==> config.mk <==
export PLATFORM = sky130hd
export DESIGN_NAME = bcd_result_converter
export DESIGN_NICKNAME = d
export VERILOG_FILES = /design/src/rtl/bcd_result_converter.sv
export SDC_FILE = /design/constraint.sdc
export NUM_CORES = 1
export LEC_CHECK = 0
export CAP_MARGIN = 20
export CORE_MARGIN = 10
export CORE_UTILIZATION = 46
export DETAILED_ROUTE_END_ITERATION = 7
export PLACE_DENSITY = 0.68
export RECOVER_POWER = 100
export SLEW_MARGIN = 20
export SYNTH_ARGS = -nofsm -noshare
export SYNTH_HDL_FRONTEND = slang
export SYNTH_SLANG_ARGS = --single-unit
==> constraint.sdc <==
create_clock -name clk -period 1.7 [get_ports clk]
set_clock_uncertainty 0.1 [all_clocks]
set_input_delay 0.255 -clock clk [delete_from_list [all_inputs] [get_ports clk]]
set_output_delay 0.255 -clock clk [all_outputs]
set_load 0.05 [all_outputs]
==> src/rtl/bcd_result_converter.sv <==
// bcd_result_converter: converts the mini ALU's unsigned binary result into packed
// BCD digits using iterative double-dabble (add-3 then shift, one bit per clock).
// A start/busy/done handshake frames each conversion. bcd_out and overflow hold the
// last converted value until the next conversion completes.
// Optional build macro BCD_SEG7_EN adds seg_n, the registered active-low gfedcba
// seven-segment pattern for each displayed digit.
module bcd_result_converter #(
    parameter int BIN_W  = 20,
    parameter int DIGITS = 6
) (
    input  logic                  clk,
    input  logic                  rst,
    input  logic                  start,
    input  logic [BIN_W-1:0]      bin_in,
    output logic                  busy,
    output logic                  done,
    output logic [4*DIGITS-1:0]   bcd_out,
    output logic                  overflow
`ifdef BCD_SEG7_EN
    ,
    output logic [7*DIGITS-1:0]   seg_n
`endif
);

    // Scratch keeps one extra digit above the displayed ones so that values of
    // 10^DIGITS and above can be flagged rather than silently wrapped.
    localparam int SCR_W = 4 * (DIGITS + 1);
    localparam int CNT_W = $clog2(BIN_W + 1);
    localparam logic [CNT_W-1:0] LAST_CNT = CNT_W'(BIN_W - 1);

    typedef enum logic [1:0] {
        ST_IDLE,
        ST_SHIFT,
        ST_DONE
    } state_t;

    state_t              state_q, state_d;
    logic [SCR_W-1:0]    scr_q, scr_d;
    logic [BIN_W-1:0]    bin_q, bin_d;
    logic [CNT_W-1:0]    cnt_q, cnt_d;
    logic                busy_q, busy_d;
    logic                done_q, done_d;
    logic [4*DIGITS-1:0] bcd_q, bcd_d;
    logic                ovf_q, ovf_d;
    logic [SCR_W-2:0]    adj;
    logic                top_nz;

    // Add 3 to every scratch digit that is 5 or more. The MSB of the top digit is
    // shifted out on the following shift, so only the remaining bits are returned.
    function automatic logic [SCR_W-2:0] dabble_adjust(input logic [SCR_W-1:0] s);
        logic [SCR_W-2:0] r;
        logic [3:0]       top;
        r = s[SCR_W-2:0];
        for (int i = 0; i < DIGITS; i++) begin
            if (s[4*i +: 4] >= 4'd5) begin
                r[4*i +: 4] = s[4*i +: 4] + 4'd3;
            end
        end
        top = s[SCR_W-1 -: 4];
        if (top >= 4'd5) begin
            r[SCR_W-2 -: 3] = 3'(top + 4'd3);
        end
        return r;
    endfunction

`ifdef BCD_SEG7_EN
    logic [7*DIGITS-1:0] seg_q, seg_d;

    // Active-low gfedcba pattern for one BCD digit; non-decimal codes blank.
    function automatic logic [6:0] seg7_encode(input logic [3:0] d);
        case (d)
            4'd0:    return 7'h40;
            4'd1:    return 7'h79;
            4'd2:    return 7'h24;
            4'd3:    return 7'h30;
            4'd4:    return 7'h19;
            4'd5:    return 7'h12;
            4'd6:    return 7'h02;
            4'd7:    return 7'h78;
            4'd8:    return 7'h00;
            4'd9:    return 7'h10;
            default: return 7'h7F;
        endcase
    endfunction
`endif

    assign adj    = dabble_adjust(scr_q);
    assign top_nz = |scr_q[SCR_W-1 -: 4];

    // Next-state and datapath computation for the IDLE/SHIFT/DONE sequencer.
    always_comb begin
        state_d = state_q;
        scr_d   = scr_q;
        bin_d   = bin_q;
        cnt_d   = cnt_q;
        busy_d  = busy_q;
        done_d  = 1'b0;
        bcd_d   = bcd_q;
        ovf_d   = ovf_q;
`ifdef BCD_SEG7_EN
        seg_d   = seg_q;
`endif
        case (state_q)
            ST_IDLE: begin
                if (start) begin
                    bin_d   = bin_in;
                    scr_d   = '0;
                    cnt_d   = '0;
                    busy_d  = 1'b1;
                    state_d = ST_SHIFT;
                end
            end
            ST_SHIFT: begin
                scr_d = {adj, bin_q[BIN_W-1]};
                bin_d = {bin_q[BIN_W-2:0], 1'b0};
                cnt_d = cnt_q + 1'b1;
                if (cnt_q == LAST_CNT) begin
                    // busy drops as DONE is entered so busy and done never overlap.
                    busy_d  = 1'b0;
                    state_d = ST_DONE;
                end
            end
            ST_DONE: begin
                bcd_d   = scr_q[4*DIGITS-1:0];
                ovf_d   = top_nz;
                done_d  = 1'b1;
                state_d = ST_IDLE;
`ifdef BCD_SEG7_EN
                for (int i = 0; i < DIGITS; i++) begin
                    seg_d[7*i +: 7] = top_nz ? 7'h3F : seg7_encode(scr_q[4*i +: 4]);
                end
`endif
            end
            default: begin
                state_d = ST_IDLE;
                busy_d  = 1'b0;
            end
        endcase
    end

    // State, datapath and registered outputs; reset aborts any conversion in flight.
    always_ff @(posedge clk) begin
        if (rst) begin
            state_q <= ST_IDLE;
            scr_q   <= '0;
            bin_q   <= '0;
            cnt_q   <= '0;
            busy_q  <= 1'b0;
            done_q  <= 1'b0;
            bcd_q   <= '0;
            ovf_q   <= 1'b0;
`ifdef BCD_SEG7_EN
            seg_q   <= {DIGITS{7'h7F}};
`endif
        end else begin
            state_q <= state_d;
            scr_q   <= scr_d;
            bin_q   <= bin_d;
            cnt_q   <= cnt_d;
            busy_q  <= busy_d;
            done_q  <= done_d;
            bcd_q   <= bcd_d;
            ovf_q   <= ovf_d;
`ifdef BCD_SEG7_EN
            seg_q   <= seg_d;
`endif
        end
    end

    assign busy     = busy_q;
    assign done     = done_q;
    assign bcd_out  = bcd_q;
    assign overflow = ovf_q;
`ifdef BCD_SEG7_EN
    assign seg_n    = seg_q;
`endif

endmodule
* After elaboration in Yosys (flattened, before gate mapping) *
Cells that the tools add are included.

word-level totals
  bits in registers = 82
  input port bits = 23
  output and inout port bits = 27

operators by class
  $lt $le $gt $ge = 7
  muxes and demuxes = 20
  bitwise logic cells = 1
  reductions and logical operators = 6
  equality and inequality tests = 5
  add/subtract/negate cells = 8

operators with widths
  cell                                                                                  count
  28-bit one-hot mux with 2 select lines                                                1
  20-bit one-hot mux with 2 select lines                                                1
  4-bit by 3-bit greater-or-equal comparator with 1-bit output (second input constant)  7
  28-bit 2-to-1 mux                                                                     1
  4-bit by 2-bit adder with 4-bit output (second input constant)                        6
  4-bit 2-to-1 mux                                                                      6
  20-bit 2-to-1 mux                                                                     1
  5-bit one-hot mux with 2 select lines                                                 1
  5-bit by 1-bit adder with 5-bit output (second input constant)                        1
  5-bit equality test (second input constant)                                           1
  5-bit 2-to-1 mux                                                                      1
  2-bit 2-to-1 mux                                                                      2
  2-bit inequality test (second input constant)                                         2
  2-bit one-hot mux with 2 select lines                                                 1
  2-bit AND reduction                                                                   2
  4-bit OR reduction                                                                    1
  3-bit by 2-bit adder with 3-bit output (second input constant)                        1
  1-bit 2-to-1 mux                                                                      3
  3-bit 2-to-1 mux                                                                      1
  1-bit one-hot mux with 3 select lines                                                 1
  3-bit AND reduction                                                                   1
  2-bit by 1-bit equality test with 1-bit output (second input constant)                1
  2-bit equality test (second input constant)                                           1
  2-bit logical NOT                                                                     1
  2 further kinds                                                                       2

* Longest topological paths before layout *
  depth in word-level cells = 3
  mapped depth = 6
  gate-level depth less buffers = 6

* Worst setup path after synthesis *
No wires, ideal clock.

  path kind = register -> register
  from = register scr_q[9]
  to = register scr_q[10]
  arrival time = 1.250 ns
  library setup time = 0.117 ns
  buffers on the path = 0
  required time = 1.483 ns
  clock period less this slack = 1.467 ns
  path slack = 0.233 ns
  cell stages (with the launch flop) = 7
  cell sequence = dfxtp_1 -> inv_1 -> ha_1 -> nand2b_1 -> a21oi_1 -> mux2i_1 -> a22o_1

between the ends
  word-level cells in the longest chain between the ends = 3
  elaborated cells between the ends (all ways) = 4
  those cells by class = add/sub (1); order compare (1); mux (2)

RTL lines
  item                                                                                                                           RTL line  source
  start, declared                                                                                                                38        logic [SCR_W-1:0] scr_q, scr_d;
  start signal, assigned                                                                                                         157       scr_q <= scr_d;
  4-bit by 2-bit adder with 4-bit output / 4-bit by 3-bit greater-or-equal comparator with 1-bit output (equally long branches)  56, 55
  4-bit 2-to-1 mux (*)                                                                                                           55        if (s[4*i +: 4] >= 4'd5) begin
  28-bit one-hot mux with 2 select lines (*)                                                                                     103       case (state_q)

Every way passes the cells marked *; elsewhere a longest branch is shown, timed or not.
A chain may end at the register's enable or synchronous reset.

* Worst setup path after layout *
  from = register state_q[1]
  to = register cnt_q[3]

between the ends
  word-level cells in the longest chain between the ends = 3
  elaborated cells between the ends (all ways) = 6
  those cells by class = eq/ne (2); mux (1); reduce/logical (3)

RTL lines
  item                                                                                        RTL line  source
  start, declared                                                                             37        state_t state_q, state_d;
  start signal, assigned                                                                      156       state_q <= state_d;
  2-bit by 1-bit equality test with 1-bit output / 2-bit logical NOT (equally long branches)  103
  2-bit nonzero test (no line) / 2-bit inequality test (equally long branches)                --
  2-bit AND reduction (no line)                                                               --
  end signal, assigned                                                                        159       cnt_q <= cnt_d;
  end, declared                                                                               40        logic [CNT_W-1:0] cnt_q, cnt_d;

Parallel ways exist; a longest one is shown, timed or not.

==> flow_summary.toml <==
[status]
status = "finished, final reports clean"

[cts]
cts_made_buffers = 9
path_clk_slew_ns = 0.08
ctsResizeCount = 0
postCtsSetupRepairBufs = 0
insertion_delay_ns = 0.34
cts_hold_buf = 0
clock_path_buffers = 2
htreeDepth = 3
clock_sinks = 82
cts_root_buffer = "clkbuf_8"
cts_tree = "yes"

[timing]
hold_violations = 0
rsz0062_at_grt = "no"
max_freq_ghz = 0.616
fin_tns_setup_ns = 0
maxSlewHeadroom_pct = 59.5
period_share_pct = 95.6
setup-violations-final = 0
min_period_ns = 1.62
maxSlewViolCount = 0
tightest_slew_ns = 0.610

[grt]
grt_overflow = 0
grt_pass1_wl_um = 14800
grt.total_usage_pct = 13.7
grt_max_degree = 34
antenna_found_initial = 0
grt_pass1_vias = 3258

[routing]
wire_per_inst_um = 14.0
vias = 3282
ant_nets = 0
drt_wl_total_um = 8700
drc = 0
via_per_inst = 5.27
drtIter0Drc = 160
dr.pass1.iters = 4

[yosys]
synth_edf_count = 0
synth_seq_area_share_pct = 42.4
synthTopCellsByCount = "dfxtp_1 (82), a21oi_1 (69), nor2_1 (64)"
syn_area_um2 = 3870
synthTopCellsByArea = "dfxtp_1 (42%), a21oi_1 (8.9%), nor2_1 (6.2%), ha_1 (5.2%), nand2_1 (4.9%)"
synth_async_sr_flop_share_pct = 0
synth_flop_cell = "dfxtp_1"
yosys.cell_count.top_type = "dfxtp_1"
synthCells = 467
yosysUniqueCellTypes = 35
synth_warnings = 0
syn_area_per_cell_um2 = 8.28
yosysTopAreaCell = "dfxtp_1"
yosys_register_bits = 82
synthesis.nets = 506
synth.top_cell.area_share_pct = 42.4

[die]
rows = 33
die_height_um = 112
dieArea_um2 = 12500
io_pins = 50
core_area_um2 = 8220
initial_utilization_pct = 47.1
die_x_um = 112

[power]
p_sw_mw = 1.03
p_leak_nw = 1.76
combPwrFrac_pct = 12.9
powerDensity_nw_per_um2 = 896
clkPwrFrac_pct = 37.2
switching_share_pct = 25.1
internal_power_mw = 3.06
ir_worst_vdd_uv = 377
seq_power_share_pct = 49.9

[finish]
flow.area_growth_from_synthesis_pct = 17.9
nNetsFinal = 554
stdcell_area_um2 = 4560
num_antenna_cells = 0
drive_gt1_share_pct = 12.7

[place]
place_area_um2 = 4420
port-buffer-count = 49
routabilityCongestion = 0.799
place_hpwl_um = 5970

[critical_path]
path_class = "reg2reg"
cpPeakStageDelay_ns = 0.44
cp_max_fo = 21
r2r_setup_slack_ns = 0.08
crit_required_ns = 1.87
cp_cell_sequence = "nand2b_1 -> clkbuf_2 -> or3_1 -> a31oi_1"
worstPathArrival_ns = 1.79
crit_path_end_kind = "flop"
start_kind = "flop"
slowest_stage = "or3_1"

[run]
drv_cap = 0

[hold_path]
hp-class = "in2reg"
registers in the layout (all words and copies together) (netlist names):
signal and cells:
bcd_out 24, bin_q 20, busy 1, cnt_q 5, done 1, overflow 1
scr_q 28, state_q 2
per-stage QoR:
stage | hold WS (ns) | worst slack [ns] | instances | utilization [%] | power (mW)
6_report | 0.220 | 0.0755 | 623 | 55.5 | 4.09
3_3_place_gp | 0.343 | -0.0218 | 609 | 53.8 | 2.61
5_1_grt | 0.228 | 0.00245 | 623 | 55.5 | 4.29
2_1_floorplan | 0.349 | 0.233 | 467 | - | 2.44
3_5_place_dp | 0.348 | -0.0529 | 609 | 53.8 | 2.62
4_1_cts | 0.304 | 0.0544 | 623 | 56.3 | 4.13
worst max-delay path, delay by kind of cell, from the launching register on:
family | cells | cell delay (ns)
and+or+nand+nor | 2 | 0.61
buffers and inverters | 1 | 0.35
AOI/OAI and AO/OA | 1 | 0.17
DFF | 1 | 0.32
cells in the final DEF, fill, tap and decap left out, types with 2 or more instances in the layout:
cell type,netlist,routed
dfxtp_1,82,82
nor2_1,64,63
a21oi_1,69,63
nand2_1,51,51
inv_1,25,25
clkdlybuf4s50_1,0,21
a22o_1,20,20
clkbuf_1,11,18
o21ai_0,9,16
ha_1,16,16
buf_4,4,13
nor3_1,12,12
clkbuf_2,0,12
nor2b_1,10,10
clkbuf_8,0,10
nand2b_1,9,9
o221a_2,9,9
nand3_1,9,9
a2111oi_2,7,7
xnor2_1,7,7
mux2i_1,7,7
xor2_1,6,6
a21oi_2,0,6
a22oi_1,3,3
a2bb2oi_1,2,2
a211oi_1,2,2
bufinv_16,0,2
clkbuf_4,0,2
logic make-up after synthesis:
| family | after synthesis | synth area share (%) |
|---|---|---|
| AOI/OAI and AO/OA | 131 | 22.9 |
| xor gates and xnor gates | 13 | 2.94 |
| adders and majority gates | 16 | 5.18 |
| buffers and inverters | 57 | 6.57 |
| DFF | 82 | 42.4 |
| muxes | 8 | 2.10 |
| and+or+nand+nor | 160 | 17.9 |
routing by layer:
metal  up-vias  GRT usage (%)  part of all wire [%]
li1       1685              -                     -
met1      1539           16.5                    47
met2        49           22.8                    48
met3         9           3.17                   4.4
met4         0           5.57                   1.1
met5         -              0                     0
power groups by stage:
stage,clock (mW),sequential [mW],combinational [mW]
finish,1.52,2.04,0.526
global route,1.65,2.05,0.589
CTS,1.55,2.04,0.536
detailed placement,0,2.08,0.536
global placement,0,2.08,0.525
floorplan,0,2.09,0.355
cell type report:
cell class / instances / area, µm²
Clock buffer: 11 / 141
Clock inverter: 3 / 65.1
Fill cell: 794 / 3660
Inverter: 25 / 93.8
Multi-Input combinational cell: 328 / 2000
Sequential cell: 82 / 1640
Tap cell: 105 / 131
Timing Repair Buffer: 69 / 490
worst paths after layout:
path | startpoint | endpoint | depth (start not counted)
worst max-delay path | state_q[1]$_SDFFE_PP0P_ | cnt_q[3]$_SDFFE_PP0P_ | 4
worst min-delay path | rst | scr_q[12]$_SDFFE_PP0P_ | 3
worst max register to register | state_q[1]$_SDFFE_PP0P_ | cnt_q[3]$_SDFFE_PP0P_ | 4
worst min register to register | bcd_out[18]$_SDFFE_PP0P_ | bcd_out[18]$_SDFFE_PP0P_ | 2
No activity file was read; power rests on OpenSTA's default activity.
